$ cat src/rtl/inst_fetch_decode.sv
// Instruction fetch over a req/ack memory handshake, with the held word
// split into fields and decoded into the sig_extend control code.
module inst_fetch_decode #(
    parameter logic [31:0] RESET_PC = 32'h0000_0000
) (
    input  logic        clock,
    input  logic        reset,
    input  logic [31:0] pc_in,
    input  logic        pc_load,
    input  logic        stall,
    input  logic        flush,
    output logic        imem_req,
    output logic [31:0] imem_addr,
    input  logic        imem_ack,
    input  logic [31:0] imem_rdata,
    output logic        inst_valid,
    output logic        fetch_err,
    output logic [31:0] inst,
    output logic [31:0] pc_out,
    output logic [5:0]  opcode,
    output logic [4:0]  rs,
    output logic [4:0]  rt,
    output logic [4:0]  rd,
    output logic [5:0]  funct,
    output logic [15:0] im,
    output logic [1:0]  SigExtendSignal,
    output logic [31:0] fetch_count
);

    typedef enum logic [1:0] {
        IDLE  = 2'd0,
        REQ   = 2'd1,
        VALID = 2'd2
    } state_t;

    state_t      state_q, state_d;
    logic [31:0] addr_q, addr_d;
    logic [31:0] inst_q, inst_d;
    logic [31:0] pc_q, pc_d;
    logic [31:0] cnt_q, cnt_d;
    logic        err_q, err_d;
    logic        load_ok;

    always_comb begin
        state_d = state_q;
        addr_d  = addr_q;
        inst_d  = inst_q;
        pc_d    = pc_q;
        cnt_d   = cnt_q;
        err_d   = err_q;
        load_ok = pc_load &&
                  ((state_q == IDLE) || (state_q == VALID && !stall));
        if (flush) begin
            state_d = IDLE;
            inst_d  = '0;
            err_d   = 1'b0;
        end else if (load_ok) begin
            // Misaligned targets complete at once without touching memory
            if (pc_in[1:0] == 2'b00) begin
                state_d = REQ;
                addr_d  = pc_in;
            end else begin
                state_d = VALID;
                inst_d  = '0;
                err_d   = 1'b1;
                pc_d    = pc_in;
                cnt_d   = cnt_q + 32'd1;
            end
        end else begin
            case (state_q)
                REQ: begin
                    if (imem_ack) begin
                        state_d = VALID;
                        inst_d  = imem_rdata;
                        pc_d    = addr_q;
                        err_d   = 1'b0;
                        cnt_d   = cnt_q + 32'd1;
                    end
                end
                VALID: begin
                    if (!stall) begin
                        state_d = IDLE;
                    end
                end
                default: ;
            endcase
        end
    end

    always_ff @(posedge clock) begin
        if (reset) begin
            state_q <= IDLE;
            addr_q  <= '0;
            inst_q  <= '0;
            pc_q    <= RESET_PC;
            cnt_q   <= '0;
            err_q   <= 1'b0;
        end else begin
            state_q <= state_d;
            addr_q  <= addr_d;
            inst_q  <= inst_d;
            pc_q    <= pc_d;
            cnt_q   <= cnt_d;
            err_q   <= err_d;
        end
    end

    // 11 makes sig_extend produce zero for formats without an immediate
    always_comb begin
        SigExtendSignal = 2'b11;
        case (inst_q[31:26])
            6'b000100, 6'b000101, 6'b001000, 6'b001001,
            6'b001010, 6'b001011, 6'b100011, 6'b101011:
                SigExtendSignal = 2'b01;
            6'b001100, 6'b001101, 6'b001110:
                SigExtendSignal = 2'b00;
            6'b001111:
                SigExtendSignal = 2'b10;
            default:
                SigExtendSignal = 2'b11;
        endcase
    end

    assign imem_req    = (state_q == REQ);
    assign imem_addr   = addr_q;
    assign inst_valid  = (state_q == VALID);
    assign fetch_err   = err_q;
    assign inst        = inst_q;
    assign pc_out      = pc_q;
    assign fetch_count = cnt_q;
    assign opcode      = inst_q[31:26];
    assign rs          = inst_q[25:21];
    assign rt          = inst_q[20:16];
    assign rd          = inst_q[15:11];
    assign funct       = inst_q[5:0];
    assign im          = inst_q[15:0];

endmodule

$ cat config.mk
export PLATFORM = sky130hd
export DESIGN_NAME = inst_fetch_decode
export DESIGN_NICKNAME = d
export VERILOG_FILES = /design/src/rtl/inst_fetch_decode.sv
export SDC_FILE = /design/constraint.sdc
export NUM_CORES = 1
export LEC_CHECK = 0
export CORE_ASPECT_RATIO = 2
export CORE_MARGIN = 10
export CORE_UTILIZATION = 63
export DETAILED_ROUTE_END_ITERATION = 7
export DONT_BUFFER_PORTS = 1
export GPL_TIMING_DRIVEN = 0
export HOLD_SLACK_MARGIN = 0.15
export PLACE_DENSITY = 0.79
export SKIP_CTS_REPAIR_TIMING = 1
export SLEW_MARGIN = 30
export SYNTH_ARGS = -nofsm -noshare
export SYNTH_HDL_FRONTEND = slang
export SYNTH_SLANG_ARGS = --single-unit
export TNS_END_PERCENT = 100
$ cat constraint.sdc
create_clock -name clock -period 3.4 [get_ports clock]
set_clock_uncertainty 0.2 [all_clocks]
set_input_delay 0.34 -clock clock [delete_from_list [all_inputs] [get_ports clock]]
set_output_delay 0.34 -clock clock [all_outputs]
set_load 0.03 [all_outputs]
==> metrics.csv, run 1 <==
stage,metric,value,unit
outcome,status,"finished, final reports clean",
power,p_sw_share,25.9,%
detailed_routing,vias,5329,
finish,syn_to_final_growth,24.4,%
die,die_w,87.6,microns
place,hpwl,13500,microns
synthesis,async_flop_share,0,%
synthesis,ys_seq_elements,131,
finish,drive_above_1_share,10.7,%
sta,timing.fmax,0.311,GHz
clock_tree,clockBufferDepth,2,
sta,finalSetupViolCount,0,
die,die-area,13600,sq um
die,row_count,49,
synthesis,synthFlopType,dfxtp_1,
clock_tree,cts.clk_slew.worst_paths,0.06,ns
global_routing,grt_pass1_vias,4990,
sta,slew_headroom,48.3,%
worst_setup_path,cp_top_family,buffers and inverters,
detailed_routing,drc,0,
power,power_density,566,nW/um^2
die,start_util,64.2,%
sta,finalCritPeriodShare,94.6,%
worst_setup_path,worstSetupPathType,reg -> reg,
sta,min_period,3.21,ns
worst_setup_path,critPathLaunchType,flop,
clock_tree,cts-root-buf,clkbuf_16,
sta,slew_viol_final,0,
synthesis,synth-warning-count,0,
synthesis,synth_edf_count,0,
power,combPwrFrac,9.6,%
clock_tree,cts_tree,done,
sta,tightest_slew,0.776,ns
worst_setup_path,slowest_stage,clkbuf_1,
global_routing,grt-ovfl-total,0,
worst_setup_path,required,3.51,ns
power,intPower,0.00300,W
worst_setup_path,timing.critical_path.fanout_max,10,
worst_setup_path,rr_startpoint,state_q[0]$_SDFFE_PP0P_,
worst_setup_path,crit_top_cell,clkbuf_1,
synthesis,yosysSeqAreaShare,45.6,%
clock_tree,numCtsBuffers,17,
power,pwr-share-seq,42.9,%
worst_setup_path,cp-end-kind,flop,
place,io_buffer_count,0,
detailed_routing,wl,19800,microns
detailed_routing,dr.pass1.iters,5,
clock_tree,worstSkewPairLatency,0.40,ns
die,die_y,155,microns
worst_setup_path,rr_endpoint,inst[4]$_SDFFE_PP0P_,
synthesis,netlist_area,5750,sq um
place,post-place-ws,0.278,ns
worst_setup_path,rrSetupSlack,0.19,ns
synthesis,avgSynthCellArea,8.78,sq um
power,clockPowerShare,47.5,%
worst_setup_path,slowest_delay,0.63,ns
power,netSwitchingPower,0.00105,W
detailed_routing,ant_nets,0,
worst_setup_path,cp_cell_sequence,inv_1 -> ha_1 -> nor2b_1 -> o21ai_1 -> clkbuf_1 -> clkbuf_1 -> nand3_1 -> a21oi_1,
sta,hold_viol,0,
worst_setup_path,path_buf_inv,3,
finish,nets,813,
clock_tree,clock_sinks,131,
flow_run,cap_violations,0,
global_routing,grt_pass1_wl,25700,microns
synthesis,synth_fp_nets,729,
sta,timing.final.ws_setup,0.185,ns
die,fp.coreArea,8950,sq um
power,p_leak,2.86,nW
clock_tree,cts_max_level,4,
finish,fin_cells,856,
worst_setup_path,worstPathArrival,3.32,ns
place,place_congestion,0.815,
die,pin_count,246,
power,peakVddDrop,0.437,mV
worst_setup_path,ff2ff_path_depth,8,
worst_hold_path,whs_path_depth,4,
synthesis,syn_inst,655,
detailed_routing,wl_per_cell,23.2,microns
global_routing,antenna_found_initial,3,
worst_hold_path,min_path_type,in -> reg,
global_routing,grt_max_degree,17,
detailed_routing,viasPerCell,6.23,
worst_hold_path,hp-start,stall,
place,dp.cells,757,
worst_hold_path,hold-path-endpoint,state_q[0]$_SDFFE_PP0P_,
synthesis,ys_types,40,
detailed_routing,first_iter_violations,319,
global_routing,grt_usage,23.7,%
## cell families (layout without fill, tap and decap cells)
kind of cell	Yosys count	after routing	share of synthesized area, %
other	0	3	0
multiplexers	64	64	11.2
buffers and inverters	98	194	9.23
XOR/XNOR	9	9	1.37
AND/OR/NAND/NOR	232	232	19.4
AO/OA/AOI/OAI	117	117	12.4
flip-flops	131	131	45.6
adder cells (fa/ha/maj)	4	4	0.871
## registers in the layout, summed over array words and instances, names as in the netlist
register     count
fetch_count     32
imem_addr       32
inst            32
pc_out          32
state_q          2
fetch_err        1
## worst max-delay path by stage
stage,from,end,cells past startpoint
final,state_q[0]$_SDFFE_PP0P_,inst[4]$_SDFFE_PP0P_,8
after detailed placement,state_q[0]$_SDFFE_PP0P_,fetch_count[31]$_SDFFE_PP0P_,9
after floorplan,state_q[0]$_SDFFE_PP0P_,fetch_count[31]$_SDFFE_PP0P_,9
after global routing,state_q[0]$_SDFFE_PP0P_,inst[4]$_SDFFE_PP0P_,8
after CTS,state_q[0]$_SDFFE_PP0P_,fetch_count[31]$_SDFFE_PP0P_,9
after global placement,state_q[0]$_SDFFE_PP0P_,fetch_count[31]$_SDFFE_PP0P_,9
## stage by stage
| step | setup TNS (ns) | area [sq um] | utilization, % | hold WS [ns] | power (W) |
|---|---|---|---|---|---|
| floorplan | 0 | 5750 | - | 0.265 | 0.00199 |
| global placement | 0 | 5880 | 65.7 | 0.280 | 0.00206 |
| detailed placement | 0 | 5880 | 65.7 | 0.296 | 0.00207 |
| CTS | 0 | 6490 | 72.5 | -0.128 | 0.00396 |
| global route | -0.0296 | 7150 | 79.9 | 0.166 | 0.00414 |
| finish | 0 | 7150 | 79.9 | 0.136 | 0.00405 |
## cells in the final DEF, fill, tap and decap left out, types with 12 or more instances in the layout
cell type	Yosys	final
or4_1	13	13
a21oi_1	57	57
o31ai_1	12	12
clkbuf_16	0	17
a211oi_1	32	32
nand2_1	51	51
buf_4	43	43
dlygate4sd3_1	0	65
nor2_1	73	73
nand3_1	47	47
mux2i_1	63	63
dfxtp_1	131	131
clkbuf_1	38	40
## cell type report
type	instances	area (sq um)
inverters	11	41.3
flip-flops and latches	131	2620
fillers	558	1800
well taps	102	128
clock buffers	21	460
plain buffers	87	489
repair buffers	65	651
clock inverters	10	156
diodes	3	7.51
multi-input cells	426	2600
## power by group through the flow
stage | sequential [W] | combinational [W] | clock [W]
2_1_floorplan | 0.00175 | 0.000245 | 0
3_3_place_gp | 0.00177 | 0.000294 | 0
3_5_place_dp | 0.00177 | 0.000304 | 0
4_1_cts | 0.00174 | 0.000306 | 0.00192
5_1_grt | 0.00174 | 0.000420 | 0.00198
6_report | 0.00174 | 0.000390 | 0.00192
## routing by layer
layer / vias up / share of wire, % / routed length [microns] / global-route usage (%)
met2: 293 / 54 / 10800 / 42.8
li1: 2437 / - / - / -
met5: - / 0 / 0 / 0
met3: 54 / 12 / 2340 / 14.2
met1: 2545 / 31 / 6050 / 20.0
met4: 0 / 3.4 / 680 / 9.16
## cell usage after synthesis, drive strengths merged, types with 2 or more instances
cell / number / area share, %
clkbuf: 39 / 2.6
o21ai: 10 / 0.87
a21oi: 57 / 5.0
nor4: 2 / 0.22
dfxtp: 131 / 46
nand2b: 2 / 0.22
nor2: 73 / 4.8
and3b: 2 / 0.30
or3: 11 / 1.2
or4: 13 / 1.7
a22oi: 2 / 0.26
ha: 4 / 0.87
xor2: 5 / 0.76
nand3: 47 / 4.1
a211oi: 32 / 4.2
nand4: 12 / 1.4
nor2b: 4 / 0.44
buf: 48 / 5.9
nor3: 5 / 0.44
or2: 4 / 0.44
nand2: 51 / 3.3
xnor2: 4 / 0.61
inv: 11 / 0.72
mux2i: 63 / 11
o31ai: 12 / 1.6
## worst reg2reg max path, cell delays in order (launching register included)
cell,delay (ns)
dfxtp_1,0.36
inv_1,0.07
ha_1,0.37
nor2b_1,0.24
o21ai_1,0.35
clkbuf_1,0.63
clkbuf_1,0.46
nand3_1,0.17
a21oi_1,0.28
(Power assumes the default switching activity.)
==> run 2: changes to the inputs <==
Settings changed: ABC_AREA set to 0, GPL_TIMING_DRIVEN 0 to unset, SKIP_LAST_GASP set to 1.
==> run 2 against run 1 <==
Non-clock buffer count is 62 lower; register-to-register slack better by 0.06 ns; first-iteration DRC count is 0.31% higher; count of clock-buffer cells in the layout stayed put; routed wire length is 12% lower.
==> metrics.csv, run 2 (synthesized netlist as in run 1, its figures left out) <==
stage,metric,value,unit,change
clock_tree,cts.clk_slew.worst_paths,0.05,ns,about the same
worst_hold_path,min_path_type,in -> reg,,
sta,min_period,3.15,ns,-0.0641 ns
detailed_routing,dr.pass1.iters,5,,unchanged
clock_tree,cts_max_level,4,,unchanged
worst_setup_path,path_buf_inv,3,,unchanged
worst_setup_path,worstPathArrival,3.30,ns,-0.02 ns
power,totalPowerFinal,0.00386,W,-4.6%
detailed_routing,vias,5047,,-5.3%
worst_setup_path,cp-end-kind,flop,,
worst_setup_path,worstSetupPathType,reg -> reg,,
worst_setup_path,critPathLaunchType,flop,,
global_routing,grt_usage,21.7,%,-2.1 points
sta,finalSetupViolCount,0,,unchanged
sta,hold_viol,0,,unchanged
finish,final_cell_mix,"131 x dfxtp_1, 73 x nor2_1, 72 x dlygate4sd3_1, 63 x mux2i_1, 57 x a21oi_1",,
clock_tree,clock_sinks,131,,unchanged
place,dp.cells,687,,-9.2%
sta,fin_tns_setup,0,ns,unchanged
die,pin_count,246,,unchanged
clock_tree,numCtsBuffers,17,,unchanged
worst_setup_path,ff2ff_path_depth,9,,+1
power,peakVddDrop,0.437,mV,about the same
detailed_routing,first_iter_violations,320,,+0.31%
die,die_w,87.6,microns,unchanged
global_routing,grt_max_degree,99,,+82
global_routing,antenna_found_initial,1,,-2
die,die-area,13600,sq um,unchanged
finish,fin_cells,792,,-7.5%
global_routing,grt-ovfl-total,0,,unchanged
worst_setup_path,cp_cell_sequence,inv_1 -> ha_1 -> nor2b_1 -> o211a_1 -> nor3_2 -> buf_4 -> nor2_1 -> a211oi_1 -> dlygate4sd3_1,,
finish,final_util,76.8,%,-3.1 points
sta,timing.fmax,0.317,GHz,+2.0%
finish,syn_to_final_growth,19.6,%,
die,fp.coreArea,8950,sq um,unchanged
detailed_routing,wl_per_cell,22.2,microns,-4.4%
detailed_routing,wl,17500,microns,-12%
finish,seqCellArea,2620,sq um,unchanged
sta,finalCritPeriodShare,92.7,%,-1.9 points
worst_setup_path,rrSetupSlack,0.25,ns,+0.06 ns
finish,drive_above_1_share,8.42,%,-2.2 points
place,dpl-instance-area,5550,sq um,-5.6%
sta,tightest_slew,0.947,ns,+0.171 ns
worst_setup_path,rr_startpoint,state_q[0]$_SDFFE_PP0P_,,
worst_setup_path,slowest_delay,0.56,ns,-0.07 ns
worst_setup_path,rr_endpoint,pc_out[16]$_SDFFE_PP0P_,,
flow_run,cap_violations,0,,unchanged
worst_hold_path,hp-start,imem_ack,,
finish,final_cell_area,6880,sq um,-3.9%
power,power_density,562,nW/um^2,-0.72%
worst_hold_path,hold-path-endpoint,state_q[0]$_SDFFE_PP0P_,,
power,p_leak,2.70,nW,-5.7%
finish,multi_input_area,2620,sq um,+0.72%
die,start_util,64.2,%,unchanged
clock_tree,cts-root-buf,clkbuf_16,,
die,row_count,49,,unchanged
worst_setup_path,required,3.55,ns,+0.04 ns
detailed_routing,drc,0,,unchanged
place,place_congestion,0.797,,-2.2%
detailed_routing,ant_nets,0,,unchanged
global_routing,grt_pass1_vias,4586,,-8.1%
sta,slew_viol_final,0,,unchanged
die,die_y,155,microns,unchanged
finish,final_common_cell,dfxtp_1,,
sta,rsz0062_at_grt,no,,
detailed_routing,viasPerCell,6.37,,+2.4%
sta,slew_headroom,36.8,%,-11 points
place,io_buffer_count,0,,unchanged
global_routing,grt_pass1_wl,23800,microns,-7.4%
worst_hold_path,whs_path_depth,4,,unchanged
worst_setup_path,timing.critical_path.fanout_max,66,,+56
clock_tree,worstSkewPairLatency,0.41,ns,about the same
outcome,status,"finished, final reports clean",,
place,hpwl,11200,microns,-17%
worst_setup_path,slowest_stage,dlygate4sd3_1,,
finish,nets,751,,-7.6%
finish,fill_cells,584,,+4.7%
worst_setup_path,cp_top_family,buffers and inverters,,
clock_tree,clockBufferDepth,2,,unchanged
clock_tree,cts_tree,done,,
[run 2: cell count changes in the layout (fill, tap and decap cells not counted), sizes merged]
cell         before  now
clkinvlp          1    3
buf              48   18
clkbuf           60   21
dlygate4sd3      65   72
bufinv            4    2
diode             3    1
[run 2: worst max-delay path by stage]
stage	to	cells past startpoint	slack, ns	from
after floorplan	fetch_count[31]$_SDFFE_PP0P_	9	0.73	state_q[0]$_SDFFE_PP0P_
after CTS	fetch_count[31]$_SDFFE_PP0P_	8	0.55	state_q[0]$_SDFFE_PP0P_
after global placement	fetch_count[31]$_SDFFE_PP0P_	5	0.72	fetch_count[11]$_SDFFE_PP0P_
final	pc_out[16]$_SDFFE_PP0P_	9	0.25	state_q[0]$_SDFFE_PP0P_
after detailed placement	fetch_count[31]$_SDFFE_PP0P_	8	0.56	state_q[0]$_SDFFE_PP0P_
after global routing	pc_out[16]$_SDFFE_PP0P_	9	0.07	state_q[0]$_SDFFE_PP0P_
[run 2: routing by layer]
layer,GRT usage (%),routed length [microns],vias to the layer above
met5,0,0,-
met4,9.77,552,0
met3,10.4,1970,56
met2,37.1,9170,305
met1,21.1,5860,2370
li1,-,-,2316
[run 2: layout make-up]
| type | instances | share of cell area [%] |
|---|---|---|
| Multi-Input combinational cell | 426 | 38.0 |
| Tap cell | 102 | 1.86 |
| Sequential cell | 131 | 38.1 |
| Antenna cell | 1 | 0.0364 |
| Timing Repair Buffer | 90 | 12.9 |
| Clock inverter | 10 | 1.57 |
| Clock buffer | 21 | 6.84 |
| Inverter | 11 | 0.601 |
[run 2: worst min-delay path: stages]
cell and delay (ns):
nand2b_1 0.08, nand3_1 0.11, nand3_1 0.10, a21oi_1 0.06
[run 2: report_power, final]
part / internal, W / switching, W / leakage, nW
clock: 0.00113 / 0.000645 / 0.281
sequential: 0.00159 / 0.000175 / 1.06
combinational: 0.000145 / 0.000186 / 1.35
total: 0.00286 / 0.00101 / 2.70
[run 2: per-stage QoR]
stage	hold slack (ns)	setup WS, ns
2_1_floorplan	0.265	0.734
3_3_place_gp	0.222	0.718
3_5_place_dp	0.223	0.560
4_1_cts	-0.212	0.549
5_1_grt	0.168	0.0700
6_report	0.131	0.249
==> run 3: changes to the inputs <==
Settings changed: CORE_MARGIN 10 to unset.
==> run 3 against run 2 <==
Count of clock-buffer cells in the layout is 2 higher; first-iteration DRC count is 9.1% lower; worst setup slack got worse by 0.040 ns; combinational power is 2% lower; non-clock buffer count rose by 2; sequential cell count stayed put; worst hold slack gained 0.011 ns; critical path type unchanged; fmax down 1.2%; die area decreased by 30%; cell count rose by 0.13%; register-to-register slack worse by 0.04 ns.
==> metrics.csv, run 3 (synthesized netlist as in run 1, its figures left out) <==
stage,metric,value,unit,change
global_routing,grt-ovfl-total,0,,unchanged
finish,nets,753,,+0.27%
sta,hold_viol,0,,unchanged
worst_setup_path,cp_num_cells,9,,unchanged
sta,fin_tns_setup,0,ns,unchanged
worst_hold_path,whs_path_depth,4,,unchanged
clock_tree,cts.clk_slew.worst_paths,0.06,ns,about the same
global_routing,grt_pass1_vias,4331,,-5.6%
clock_tree,cts_tree,done,,
power,totalPowerFinal,0.00403,W,+4.5%
global_routing,grt_use_met3,10.4,%,-0.025 points
detailed_routing,viasPerCell,6.31,,-1.0%
place,io_buffer_count,0,,unchanged
sta,finalSetupViolCount,0,,unchanged
global_routing,grt_max_degree,99,,unchanged
global_routing,antenna_found_initial,0,,-1
clock_tree,cts-root-buf,clkbuf_16,,
detailed_routing,wl_per_cell,20.1,microns,-9.5%
die,fp.coreArea,8950,sq um,unchanged
worst_setup_path,path_buf_inv,3,,unchanged
die,start_util,64.2,%,unchanged
outcome,status,"finished, final reports clean",,
detailed_routing,wl,15900,microns,-9.4%
global_routing,grt_usage,27.2,%,+5.5 points
global_routing,grt_busiest_layer,met2,,
die,row_count,49,,unchanged
worst_setup_path,rrSetupSlack,0.21,ns,-0.04 ns
worst_setup_path,ff2ff_path_depth,9,,unchanged
detailed_routing,ant_nets,0,,unchanged
worst_setup_path,slowest_stage,dlygate4sd3_1,,
global_routing,met2_usage,48.7,%,+12 points
power,peakVddDrop,0.442,mV,+1.2%
clock_tree,clockBufferDepth,2,,unchanged
finish,final_common_cell,dfxtp_1,,
detailed_routing,first_iter_violations,291,,-9.1%
power,p_leak,2.74,nW,+1.6%
worst_setup_path,critPathLaunchType,flop,,
sta,timing.fmax,0.313,GHz,-1.2%
global_routing,grt_pass1_wl,20500,microns,-14%
clock_tree,numCtsBuffers,17,,unchanged
finish,final_cell_mix,"131 x dfxtp_1, 75 x dlygate4sd3_1, 73 x nor2_1, 63 x mux2i_1, 57 x a21oi_1",,
sta,min_period,3.19,ns,+0.0395 ns
worst_setup_path,cp_top_family,buffers and inverters,,
detailed_routing,vias,5002,,-0.89%
worst_hold_path,min_path_type,in -> reg,,
detailed_routing,dr.pass1.iters,5,,unchanged
worst_setup_path,slowest_delay,0.59,ns,+0.03 ns
sta,tightest_slew,0.923,ns,-0.0233 ns
sta,finalCritPeriodShare,93.8,%,+1.2 points
finish,drive_above_1_share,8.10,%,-0.31 points
place,hpwl,9560,microns,-15%
die,pin_count,246,,unchanged
sta,slew_headroom,38.4,%,+1.6 points
global_routing,use_met1,26.8,%,+5.8 points
power,power_density,580,nW/um^2,+3.3%
clock_tree,cts_max_level,4,,unchanged
sta,rsz0062_at_grt,no,,
worst_setup_path,worstPathArrival,3.28,ns,-0.02 ns
worst_setup_path,cp_cell_sequence,inv_1 -> ha_1 -> nor2b_1 -> o211a_1 -> nand2_2 -> buf_12 -> mux2i_1 -> nor2_1 -> dlygate4sd3_1,,
sta,slew_viol_final,0,,unchanged
clock_tree,clock_sinks,131,,unchanged
die,die-area,9540,sq um,-30%
finish,fill_cells,562,,-3.8%
place,place_congestion,0.873,,+9.6%
worst_setup_path,timing.critical_path.fanout_max,19,,-71%
flow_run,cap_violations,0,,unchanged
worst_setup_path,worstSetupPathType,reg -> reg,,
die,die_w,69.6,microns,-21%
finish,syn_to_final_growth,21.0,%,
finish,n_antenna_cell,0,,-1
die,die_y,137,microns,-12%
detailed_routing,drc,0,,unchanged
clock_tree,worstSkewPairLatency,0.41,ns,about the same
worst_setup_path,required,3.49,ns,-0.06 ns
worst_setup_path,cp-end-kind,flop,,
-- run 3: report_power, final --
group	total (W)	internal [W]	switching, W
clock network	0.00195	0.00130	0.000649
logic	0.000325	0.000143	0.000182
registers	0.00176	0.00159	0.000172
total	0.00403	0.00303	0.00100
-- run 3: area by class of cell --
type | instances | area (sq um) | share of cell area (%)
clock buffers | 23 | 488 | 7.02
clock inverters | 8 | 149 | 2.14
inverters | 11 | 41.3 | 0.594
multi-input cells | 426 | 2620 | 37.6
flip-flops and latches | 131 | 2620 | 37.7
well taps | 102 | 128 | 1.84
repair buffers | 92 | 911 | 13.1
-- run 3: through the flow --
stage               worst slack (ns)  util [%]  hold slack, ns  cells  instance area (sq um)
finish                         0.210      77.7           0.142    793                   6950
global route                  0.0201      77.7           0.184    793                   6950
CTS                            0.618      69.0          -0.213    717                   6180
detailed placement             0.630      61.9           0.221    686                   5540
global placement               0.732      61.9           0.219    686                   5540
floorplan                      0.734         -           0.265    655                   5750
-- run 3: layer usage --
layer | up-vias | routed length [microns]
li1 | 2311 | -
met3 | 49 | 1360
met2 | 287 | 8270
met1 | 2355 | 5660
met5 | - | 0
met4 | 0 | 616
-- run 3: worst paths after layout --
kind	start	to
worst max-delay path	state_q[0]$_SDFFE_PP0P_	imem_addr[18]$_SDFFE_PP0P_
worst min-delay path	imem_ack	state_q[0]$_SDFFE_PP0P_
worst max register to register	state_q[0]$_SDFFE_PP0P_	imem_addr[18]$_SDFFE_PP0P_
worst min register to register	state_q[0]$_SDFFE_PP0P_	state_q[0]$_SDFFE_PP0P_
-- run 3: worst min-delay path, stage by stage --
cell and delay, ns:
nand2b_1 0.08, nand3_1 0.11, nand3_1 0.11, a21oi_1 0.06
